File: src/rtl/regfile_wb_arbiter_if.sv
// Writeback bus between the ALU/LSU result producers and the register-file write arbiter.
// master: the result producers and the register-file side; slave: the arbiter.
interface regfile_wb_arbiter_if #(
  parameter int unsigned ADDR  = 5,
  parameter int unsigned WIDTH = 32,
  parameter int unsigned DEPTH = 4
);
  localparam int unsigned CW = $clog2(DEPTH) + 1;

  logic             alu_valid;
  logic [ADDR-1:0]  alu_addr;
  logic [WIDTH-1:0] alu_data;
  logic             alu_stall;

  logic             lsu_valid;
  logic             lsu_ready;
  logic [ADDR-1:0]  lsu_addr;
  logic [WIDTH-1:0] lsu_data;

  logic             write_enable;
  logic [ADDR-1:0]  write_address;
  logic [WIDTH-1:0] write_data;
  logic [CW-1:0]    fifo_count;

  modport master (
    output alu_valid, alu_addr, alu_data, lsu_valid, lsu_addr, lsu_data,
    input  alu_stall, lsu_ready, write_enable, write_address, write_data, fifo_count
  );

  modport slave (
    input  alu_valid, alu_addr, alu_data, lsu_valid, lsu_addr, lsu_data,
    output alu_stall, lsu_ready, write_enable, write_address, write_data, fifo_count
  );
endinterface

File: src/rtl/regfile_wb_arbiter.sv
// Writeback arbiter in front of the register file's single write port. ALU results win by
// default; long-latency results queue in a small FIFO and are force-granted (stalling the ALU)
// once the FIFO head has been denied STARVE_LIMIT consecutive cycles.
module regfile_wb_arbiter #(
  parameter int unsigned ADDR         = 5,
  parameter int unsigned WIDTH        = 32,
  parameter int unsigned DEPTH        = 4,
  parameter int unsigned STARVE_LIMIT = 8
) (
  input logic                clk,
  input logic                reset,
  regfile_wb_arbiter_if.slave bus
);
  localparam int unsigned PW = $clog2(DEPTH);
  localparam int unsigned CW = $clog2(DEPTH) + 1;
  localparam int unsigned SW = $clog2(STARVE_LIMIT + 1);
  localparam int unsigned EW = ADDR + WIDTH;

  logic [EW-1:0]    mem_q [DEPTH];
  logic [EW-1:0]    mem_d [DEPTH];
  logic [PW-1:0]    wr_ptr_q, wr_ptr_d;
  logic [PW-1:0]    rd_ptr_q, rd_ptr_d;
  logic [CW-1:0]    count_q, count_d;
  logic [SW-1:0]    starve_q, starve_d;
  logic             we_q, we_d;
  logic [ADDR-1:0]  waddr_q, waddr_d;
  logic [WIDTH-1:0] wdata_q, wdata_d;

  logic             fifo_nonempty;
  logic             force_grant;
  logic             grant_fifo;
  logic             grant_alu;
  logic             push;
  logic             pop;
  logic             lsu_ready;
  logic [EW-1:0]    head;
  logic [ADDR-1:0]  head_addr;
  logic [WIDTH-1:0] head_data;

  assign head      = mem_q[rd_ptr_q];
  assign head_addr = head[EW-1:WIDTH];
  assign head_data = head[WIDTH-1:0];

  // Ready depends on registered occupancy only, so a same-cycle pop never frees a full FIFO.
  assign lsu_ready = (count_q != CW'(DEPTH));

  // Grant decision: forced FIFO grant beats ALU priority, which beats a normal FIFO grant.
  always_comb begin
    fifo_nonempty = (count_q != '0);
    force_grant   = (starve_q == SW'(STARVE_LIMIT)) && fifo_nonempty;
    grant_fifo    = force_grant || (!bus.alu_valid && fifo_nonempty);
    grant_alu     = bus.alu_valid && !force_grant;
    push          = bus.lsu_valid && lsu_ready;
    pop           = grant_fifo;
  end

  // FIFO storage, pointers and occupancy; pointers wrap naturally since DEPTH is a power of 2.
  always_comb begin
    mem_d    = mem_q;
    wr_ptr_d = wr_ptr_q;
    rd_ptr_d = rd_ptr_q;
    count_d  = count_q;
    if (push) begin
      mem_d[wr_ptr_q] = {bus.lsu_addr, bus.lsu_data};
      wr_ptr_d        = wr_ptr_q + PW'(1);
    end
    if (pop) begin
      rd_ptr_d = rd_ptr_q + PW'(1);
    end
    case ({push, pop})
      2'b10:   count_d = count_q + CW'(1);
      2'b01:   count_d = count_q - CW'(1);
      default: count_d = count_q;
    endcase
  end

  // Starvation counter: counts consecutive cycles a waiting FIFO head loses, saturating.
  always_comb begin
    starve_d = starve_q;
    if (!fifo_nonempty || grant_fifo) begin
      starve_d = '0;
    end else if (starve_q != SW'(STARVE_LIMIT)) begin
      starve_d = starve_q + SW'(1);
    end
  end

  // Output register next state; writes to x0 are consumed but never enabled.
  always_comb begin
    we_d    = 1'b0;
    waddr_d = waddr_q;
    wdata_d = wdata_q;
    if (grant_fifo) begin
      waddr_d = head_addr;
      wdata_d = head_data;
      we_d    = (head_addr != '0);
    end else if (grant_alu) begin
      waddr_d = bus.alu_addr;
      wdata_d = bus.alu_data;
      we_d    = (bus.alu_addr != '0);
    end
  end

  // State update with synchronous reset; FIFO payload needs no reset.
  always_ff @(posedge clk) begin
    if (reset) begin
      wr_ptr_q <= '0;
      rd_ptr_q <= '0;
      count_q  <= '0;
      starve_q <= '0;
      we_q     <= 1'b0;
      waddr_q  <= '0;
      wdata_q  <= '0;
    end else begin
      wr_ptr_q <= wr_ptr_d;
      rd_ptr_q <= rd_ptr_d;
      count_q  <= count_d;
      starve_q <= starve_d;
      we_q     <= we_d;
      waddr_q  <= waddr_d;
      wdata_q  <= wdata_d;
    end
  end

  // FIFO payload storage.
  always_ff @(posedge clk) begin
    mem_q <= mem_d;
  end

  assign bus.alu_stall     = force_grant && bus.alu_valid;
  assign bus.lsu_ready     = lsu_ready;
  assign bus.write_enable  = we_q;
  assign bus.write_address = waddr_q;
  assign bus.write_data    = wdata_q;
  assign bus.fifo_count    = count_q;
endmodule

File: src/flat_wrapper.sv
// flat-port wrapper written by rule: the top's interface ports become plain ports
module regfile_wb_arbiter_flat 
#(
  parameter int unsigned ADDR         = 5,
  parameter int unsigned WIDTH        = 32,
  parameter int unsigned DEPTH        = 4,
  parameter int unsigned STARVE_LIMIT = 8
)
  (clk, reset, bus_alu_valid, bus_alu_addr, bus_alu_data, bus_lsu_valid, bus_lsu_addr, bus_lsu_data, bus_alu_stall, bus_lsu_ready, bus_write_enable, bus_write_address, bus_write_data, bus_fifo_count);
  regfile_wb_arbiter_if #(.ADDR(ADDR), .WIDTH(WIDTH), .DEPTH(DEPTH)) bus_i ();
  input logic clk;
  input logic reset;
  input wire logic [$bits(bus_i.alu_valid)-1:0] bus_alu_valid;
  input wire logic [$bits(bus_i.alu_addr)-1:0] bus_alu_addr;
  input wire logic [$bits(bus_i.alu_data)-1:0] bus_alu_data;
  input wire logic [$bits(bus_i.lsu_valid)-1:0] bus_lsu_valid;
  input wire logic [$bits(bus_i.lsu_addr)-1:0] bus_lsu_addr;
  input wire logic [$bits(bus_i.lsu_data)-1:0] bus_lsu_data;
  output wire logic [$bits(bus_i.alu_stall)-1:0] bus_alu_stall;
  output wire logic [$bits(bus_i.lsu_ready)-1:0] bus_lsu_ready;
  output wire logic [$bits(bus_i.write_enable)-1:0] bus_write_enable;
  output wire logic [$bits(bus_i.write_address)-1:0] bus_write_address;
  output wire logic [$bits(bus_i.write_data)-1:0] bus_write_data;
  output wire logic [$bits(bus_i.fifo_count)-1:0] bus_fifo_count;
  assign bus_i.alu_valid = bus_alu_valid;
  assign bus_i.alu_addr = bus_alu_addr;
  assign bus_i.alu_data = bus_alu_data;
  assign bus_i.lsu_valid = bus_lsu_valid;
  assign bus_i.lsu_addr = bus_lsu_addr;
  assign bus_i.lsu_data = bus_lsu_data;
  assign bus_alu_stall = bus_i.alu_stall;
  assign bus_lsu_ready = bus_i.lsu_ready;
  assign bus_write_enable = bus_i.write_enable;
  assign bus_write_address = bus_i.write_address;
  assign bus_write_data = bus_i.write_data;
  assign bus_fifo_count = bus_i.fifo_count;
  regfile_wb_arbiter #(.ADDR(ADDR), .WIDTH(WIDTH), .DEPTH(DEPTH), .STARVE_LIMIT(STARVE_LIMIT)) u_core (.clk(clk), .reset(reset), .bus(bus_i));
endmodule
File: config.mk
export PLATFORM = sky130hd
export DESIGN_NAME = regfile_wb_arbiter_flat
export DESIGN_NICKNAME = d
export VERILOG_FILES = /design/src/rtl/regfile_wb_arbiter_if.sv /design/src/rtl/regfile_wb_arbiter.sv /design/src/flat_wrapper.sv
export SDC_FILE = /design/constraint.sdc
export NUM_CORES = 1
export LEC_CHECK = 0
export ABC_AREA = 0
export CAP_MARGIN = 25
export CORE_UTILIZATION = 45
export DETAILED_ROUTE_END_ITERATION = 8
export HOLD_SLACK_MARGIN = 0.08
export PLACE_DENSITY = 0.69
export SLEW_MARGIN = 20
export SYNTH_ARGS = -nofsm -noshare
export SYNTH_HDL_FRONTEND = slang
export SYNTH_SLANG_ARGS = --single-unit
File: constraint.sdc
create_clock -name clk -period 2.3 [get_ports clk]
set_clock_uncertainty 0.15 [all_clocks]
set_input_delay 0.46 -clock clk [delete_from_list [all_inputs] [get_ports clk]]
set_output_delay 0.46 -clock clk [all_outputs]
set_load 0.01 [all_outputs]
# Word-level counts from Yosys, hierarchy flattened
# Index checks and enable logic that the tools add are counted.
# word_totals
mem_bits_ro,0
latch_bits,0
ram_bits,0
memories,0
elab_cells,56
ff_bits,197
out_inout_bits,43
# op_classes
n_reduce_logical,17
bitwise_logic,2
n_div,0
n_shift,0
order_cmp,3
add_sub_neg,5
n_eq_ne,5
muxes,13
multipliers,0
# op_table
cell,n
$bwmux W148,1
$mux W37,3
$bmux W37 S2,1
$demux W37 S2,1
$mux W32,2
$mux W5,2
$reduce_bool A5 Y1,2
$ge A3 B3 Y1 const B,2
$logic_and A1 B1 Y1,6
$not A2 Y3,2
$pmux W3 S2,1
$add A2 B1 Y2 const B,2
$add A4 B1 Y4 const B,1
$eq A4 B4 Y1 const B,1
$ne A4 B4 Y1 const B,1
$reduce_bool A2 Y1,2
$add A3 B1 Y3 const B,1
$logic_not A1 Y1,3
$lt A3 B1 Y1 const B,1
$ne A3 B3 Y1 const B,1
$reduce_bool A3 Y1,1
$sub A3 B1 Y3 const B,1
$eq A2 B1 Y1 const B,1
$eq A2 B2 Y1 const B,1
other kinds (3),5

# Longest topological paths before layout
# logic_depth
depth_word,6
ltp_mapped,13
mapped_depth_nobuf,11

# Worst setup path before layout
# No wires, ideal clock.
# synth_timing
path_kind,reg-to-reg
start,register u_core.count_q[2] (netlist: u_core.bus.fifo_count[2])
end,register u_core.count_q[2] (netlist: u_core.bus.fifo_count[2])
required_ns,2.079
stages_incl_launch_ff,10
t_arrival_ns,2.294
path_slack_ns,-0.214
setup_ns,0.071
path_cell_list,dfxtp_1 > or3b_1 > and2_1 > inv_1 > ha_1 > inv_1 > fa_1 > xor2_1 > or3_1 > a21oi_1
# synth_lines
item,line_no,text
from (decl),regfile_wb_arbiter.sv:23,"logic [CW-1:0] count_q, count_d;"
from (signal assigned),regfile_wb_arbiter.sv:116,count_q <= count_d;
$ne A3 B3 Y1 (*),regfile_wb_arbiter.sv:45,assign lsu_ready = (count_q != CW'(DEPTH));
via bus_lsu_ready,flat_wrapper.sv:20,output wire logic [$bits(bus_i.lsu_ready)-1:0] bus_lsu_ready;
$logic_and A1 B1 Y1 (*),regfile_wb_arbiter.sv:53,push = bus.lsu_valid && lsu_ready;
$eq A2 B1 Y1 / $eq A2 B2 Y1 (equally long branches),regfile_wb_arbiter.sv:70,"case ({push, pop})"
$pmux W3 S2 / $reduce_bool A2 Y1 (equally long branches),--,
# The timed path passes the listed nets; every way through them passes the cells marked *.
# A chain may end at the register's enable or synchronous reset.

# Final worst setup path
# layout_timing
start,register u_core.count_q[1] (netlist: u_core.bus.fifo_count[1])
end,register u_core.count_q[2] (netlist: u_core.bus.fifo_count[2])
# layout_via
elab_chain_cells,5
# layout_lines
item,line_no,text
$reduce_bool A3 Y1,regfile_wb_arbiter.sv:49,fifo_nonempty = (count_q != '0);
$logic_and A1 B1 Y1 (on tied branches),"regfile_wb_arbiter.sv:50, regfile_wb_arbiter.sv:51",
$logic_or A1 B1 Y1,regfile_wb_arbiter.sv:51,grant_fifo = force_grant || (!bus.alu_valid && fifo_nonempty);
$eq A2 B1 Y1 / $eq A2 B2 Y1 (equally long branches),regfile_wb_arbiter.sv:70,
$pmux W3 S2 / $reduce_bool A2 Y1 (equally long branches),--,
# Parallel ways exist; a longest one is shown, timed or not.

==> results.md <==
- Ranking of synthesized cells by area: edfxtp_1 58%, dfxtp_1 13%, mux4_2 9.7%, mux2i_1 4.4%, a211oi_1 3.3%
- Placement Setup Slack: -210 ps
- Primary FF master, synth: edfxtp_1
- Crit Path Category: reg -> reg
- Register bit total from synthesis: around 200
- Ratio of cells with drive above 1 in the final layout: 0.202
- Worst stage delay on the critical path: 400 ps
- Violated checks: setup timing
- Largest delay share family, worst path: simple AND/OR/NAND/NOR gates
- Final hold vios: 0
- Crit-path slowest cell: or3b_4
- Sw Pwr: 0.00309 W
- Clock-pin slew on the worst setup and hold paths: 70 ps
- Synth Instances: approximately 450
- Mux contribution to synthesized area: 0.155
- R2R cell count: 9
- Antenna Cells: 0
- Worst setup margin: -38.4 ps
- Status: complete, but fails checks
- GRT Util Overall: 0.188
- Core Footprint: 16600 um2
- Via count: 4328
- Actual slew at the worst max-slew pin: roughly 540 ps
- Worst hold path type: in -> reg
- Pin count of the biggest net entering global routing: 39
- TritonCTS buffer count: 17
- Post-synth top cells: 148 x edfxtp_1, 49 x dfxtp_1, 49 x nor2_1, 34 x a211oi_1, 34 x mux2i_1
- Worst-path fanout max: 2
- TritonCTS clock tree: done
- Worst-skew pair later-pin latency: 430 ps
- Final core utilization: 0.604
- Number of synthesized flops with an enable pin: approximately 150
- Layout Cells excl Fill: 825
- Drt pass-1 iters: 4
- Via density: roughly 5.2
- WP data required: approximately 2500 ps
- Dpl cells: 790
- First-pass GRT wire length: between 20000 and 25000 um
- Max-slew violations: 0
- RSZ-0062 raised after global routing: true
- Int Pwr: 0.00799 W
- CP arrival: 2550 ps
- Share of power burned in registers: 0.417
- Worst hold-check slack: 344 ps
- Multi-input gate area: 2100 um2
- Pwr Total: 0.0111 W
- Hold-critical path depth: 2
- Post-CTS Hold Fix Bufs: 0
- Register area: 5440 um2
- Comb pwr share: 0.305
- Xor and xnor area share after synthesis: 0.00801
- Net count after synthesis: 531
- Final ANT Viol Nets: 0
- Die width: between 100 and 150 um
- Post-synthesis cell type count: 36
- Max-Cap Viols: 0
- Pwr Density: 1110 nW/um2
- Clock network power share: 0.278
- Min Clock Period, post-route: 2340 ps
- Adder-Cell Fraction of Synth Area: 0.0140
- Top-area cell type share of the netlist area: 0.580
- Detail Placement HPWL: between 9000 and 10000 um
- Post-route DRC: 0
- Reg2reg start: u_core.bus.fifo_count[1]
- Vias in the first global route: 4560
- Sequential share of the synthesized area: 0.708
- Fillers: 1228
- Wire per inst: around 19 um
- Crit path buffers/inverters: 2
- Overflow after GRT: 0
- Compound-cell area share of the yosys netlist: 0.0402
- Worst hold start: reset
- CTS Root Cell: clkbuf_16
- WL final: 15400 um
- DR iter-0 viols: 221
- Setup violators final: 1
- Sw Ratio: 0.279
- R2r endpoint: u_core.bus.fifo_count[2]
- Clock buffer depth: 2
- Placement row count: 47
- # port buffers: 120
- Hold EP: u_core.bus.fifo_count[0]
- Die extent in y: 132 um
- Synth Area in Simple Gates: 0.0498
- Worst slew margin: 0.641
- Crit path capture type: flip-flop
- Crit share post-route: 1.02
- Combinational family with the most area after synthesis: multiplexers
- Layout net count: 678
- Worst vdd ir: 0.737 mV
- Yosys top cell by area: edfxtp_1
- Most common cell in the netlist: edfxtp_1
- CP Launch Type: flip-flop
- Post-synth ARST share: 0
- Placer Congestion: 0.758
- CP Cell Sequence: or3b_4 -> and2_4 -> inv_4 -> ha_4 -> inv_2 -> fa_2 -> xor2_1 -> or3_1 -> a21oi_2
- Synth warn: 0
- Area grow syn2layout: 30.7%
- Clock sinks: 197
- Post-Syn Area: 7660 um2
- R2r setup slk: -40 ps
- # H-tree levels: 4
- Avg Cell Area, Syn: ~17 um2
- Die ar.: 17500 um2
- Initial cell density of the core: 0.462
- Peak Freq: 428 MHz
- Lkg Pwr: 3.58 nW
- Ports: 121
- Initial antenna violation count: 0
[layer usage]
| metal | global-route usage | share of wire |
|---|---|---|
| met1 | 0.232 | 0.43 |
| met2 | 0.316 | 0.51 |
| met3 | 0.0521 | 0.042 |
| met4 | 0.0734 | 0.018 |
| met5 | 0 | 0 |
[worst max path at each step]
stage	start	to	slack, ps	cells after the start
2_1_floorplan	u_core.starve_q[0]	u_core.bus.fifo_count[2]	-90	13
3_3_place_gp	bus_lsu_valid	u_core.bus.fifo_count[2]	-150	9
3_5_place_dp	bus_lsu_valid	u_core.bus.fifo_count[2]	-210	9
5_1_grt	u_core.bus.fifo_count[1]	u_core.bus.fifo_count[2]	-120	9
6_report	u_core.bus.fifo_count[1]	u_core.bus.fifo_count[2]	-40	9
4_1_cts	u_core.starve_q[1]	u_core.bus.fifo_count[2]	-6	11
[layout make-up]
cell class | instances | area share
repair buffers | 153 | 0.154
well taps | 220 | 0.0275
inverters | 10 | 0.00425
multi-input cells | 213 | 0.210
clock buffers | 22 | 0.0474
clock inverters | 10 | 0.0143
flip-flops and latches | 197 | 0.543
[cell usage in the layout (no fill, tap or decap), types with 2 or more instances in the layout]
cell             count
mux2i_1             34
nand3_1              2
nor3_1               4
xor2_1               5
and3_1               3
clkinvlp_4           2
nor2_1              49
clkbuf_16           17
inv_4                3
ha_1                 5
bufinv_16            3
a21oi_1              3
nor4_1               3
dfxtp_2              5
edfxtp_1           148
mux4_1               4
dfxtp_1             43
buf_12               8
nand2_2              2
clkbuf_8             3
clkbuf_1             2
mux4_2              33
a211oi_1            34
inv_6                3
or4_1                2
clkdlybuf4s50_1    117
xnor2_1              2
and3_2               4
inv_1                6
nand2_1              8
buf_4               25
o211ai_1             2
[per-stage QoR]
step / TNS [ps] / area, um2
6_report: -38.4 / 10000
5_1_grt: -119 / 10000
4_1_cts: -6.38 / 9990
3_5_place_dp: -768 / 9360
3_3_place_gp: -327 / 9360
2_1_floorplan: -104 / 7690
[registers in the layout, summed over array words and instances (netlist names)]
name	flops
u_core.mem_q	148
u_core.wr_ptr_q	2
u_core.bus.write_data	32
u_core.rd_ptr_q	2
u_core.bus.fifo_count	3
u_core.bus.write_address	5
u_core.starve_q	4
u_core.bus.write_enable	1
[power groups by stage]
stage                     Combinational, W  Sequential (W)  Clock (W)
after floorplan                    0.00194         0.00478          0
after global placement             0.00330         0.00467          0
after detailed placement           0.00338         0.00470          0
after CTS                          0.00341         0.00463    0.00313
after global routing               0.00366         0.00468    0.00328
final                              0.00338         0.00462    0.00308
[repair_timing]
item                                    in CTS  in global routing
gates resized for setup                      9                  3
buffers inserted                             0                  3
endpoints found under the setup margin       3                  2
pin swaps                                    3                  5
gates cloned                                 0                  0
[logic make-up after synthesis]
group	after synthesis
flip-flops	197
AND/OR/NAND/NOR	84
multiplexers	71
AO/OA/AOI/OAI	43
buffers and inverters	35
adder cells (fa/ha/maj)	8
XOR/XNOR	7
Power figures use the tool's default switching activity.
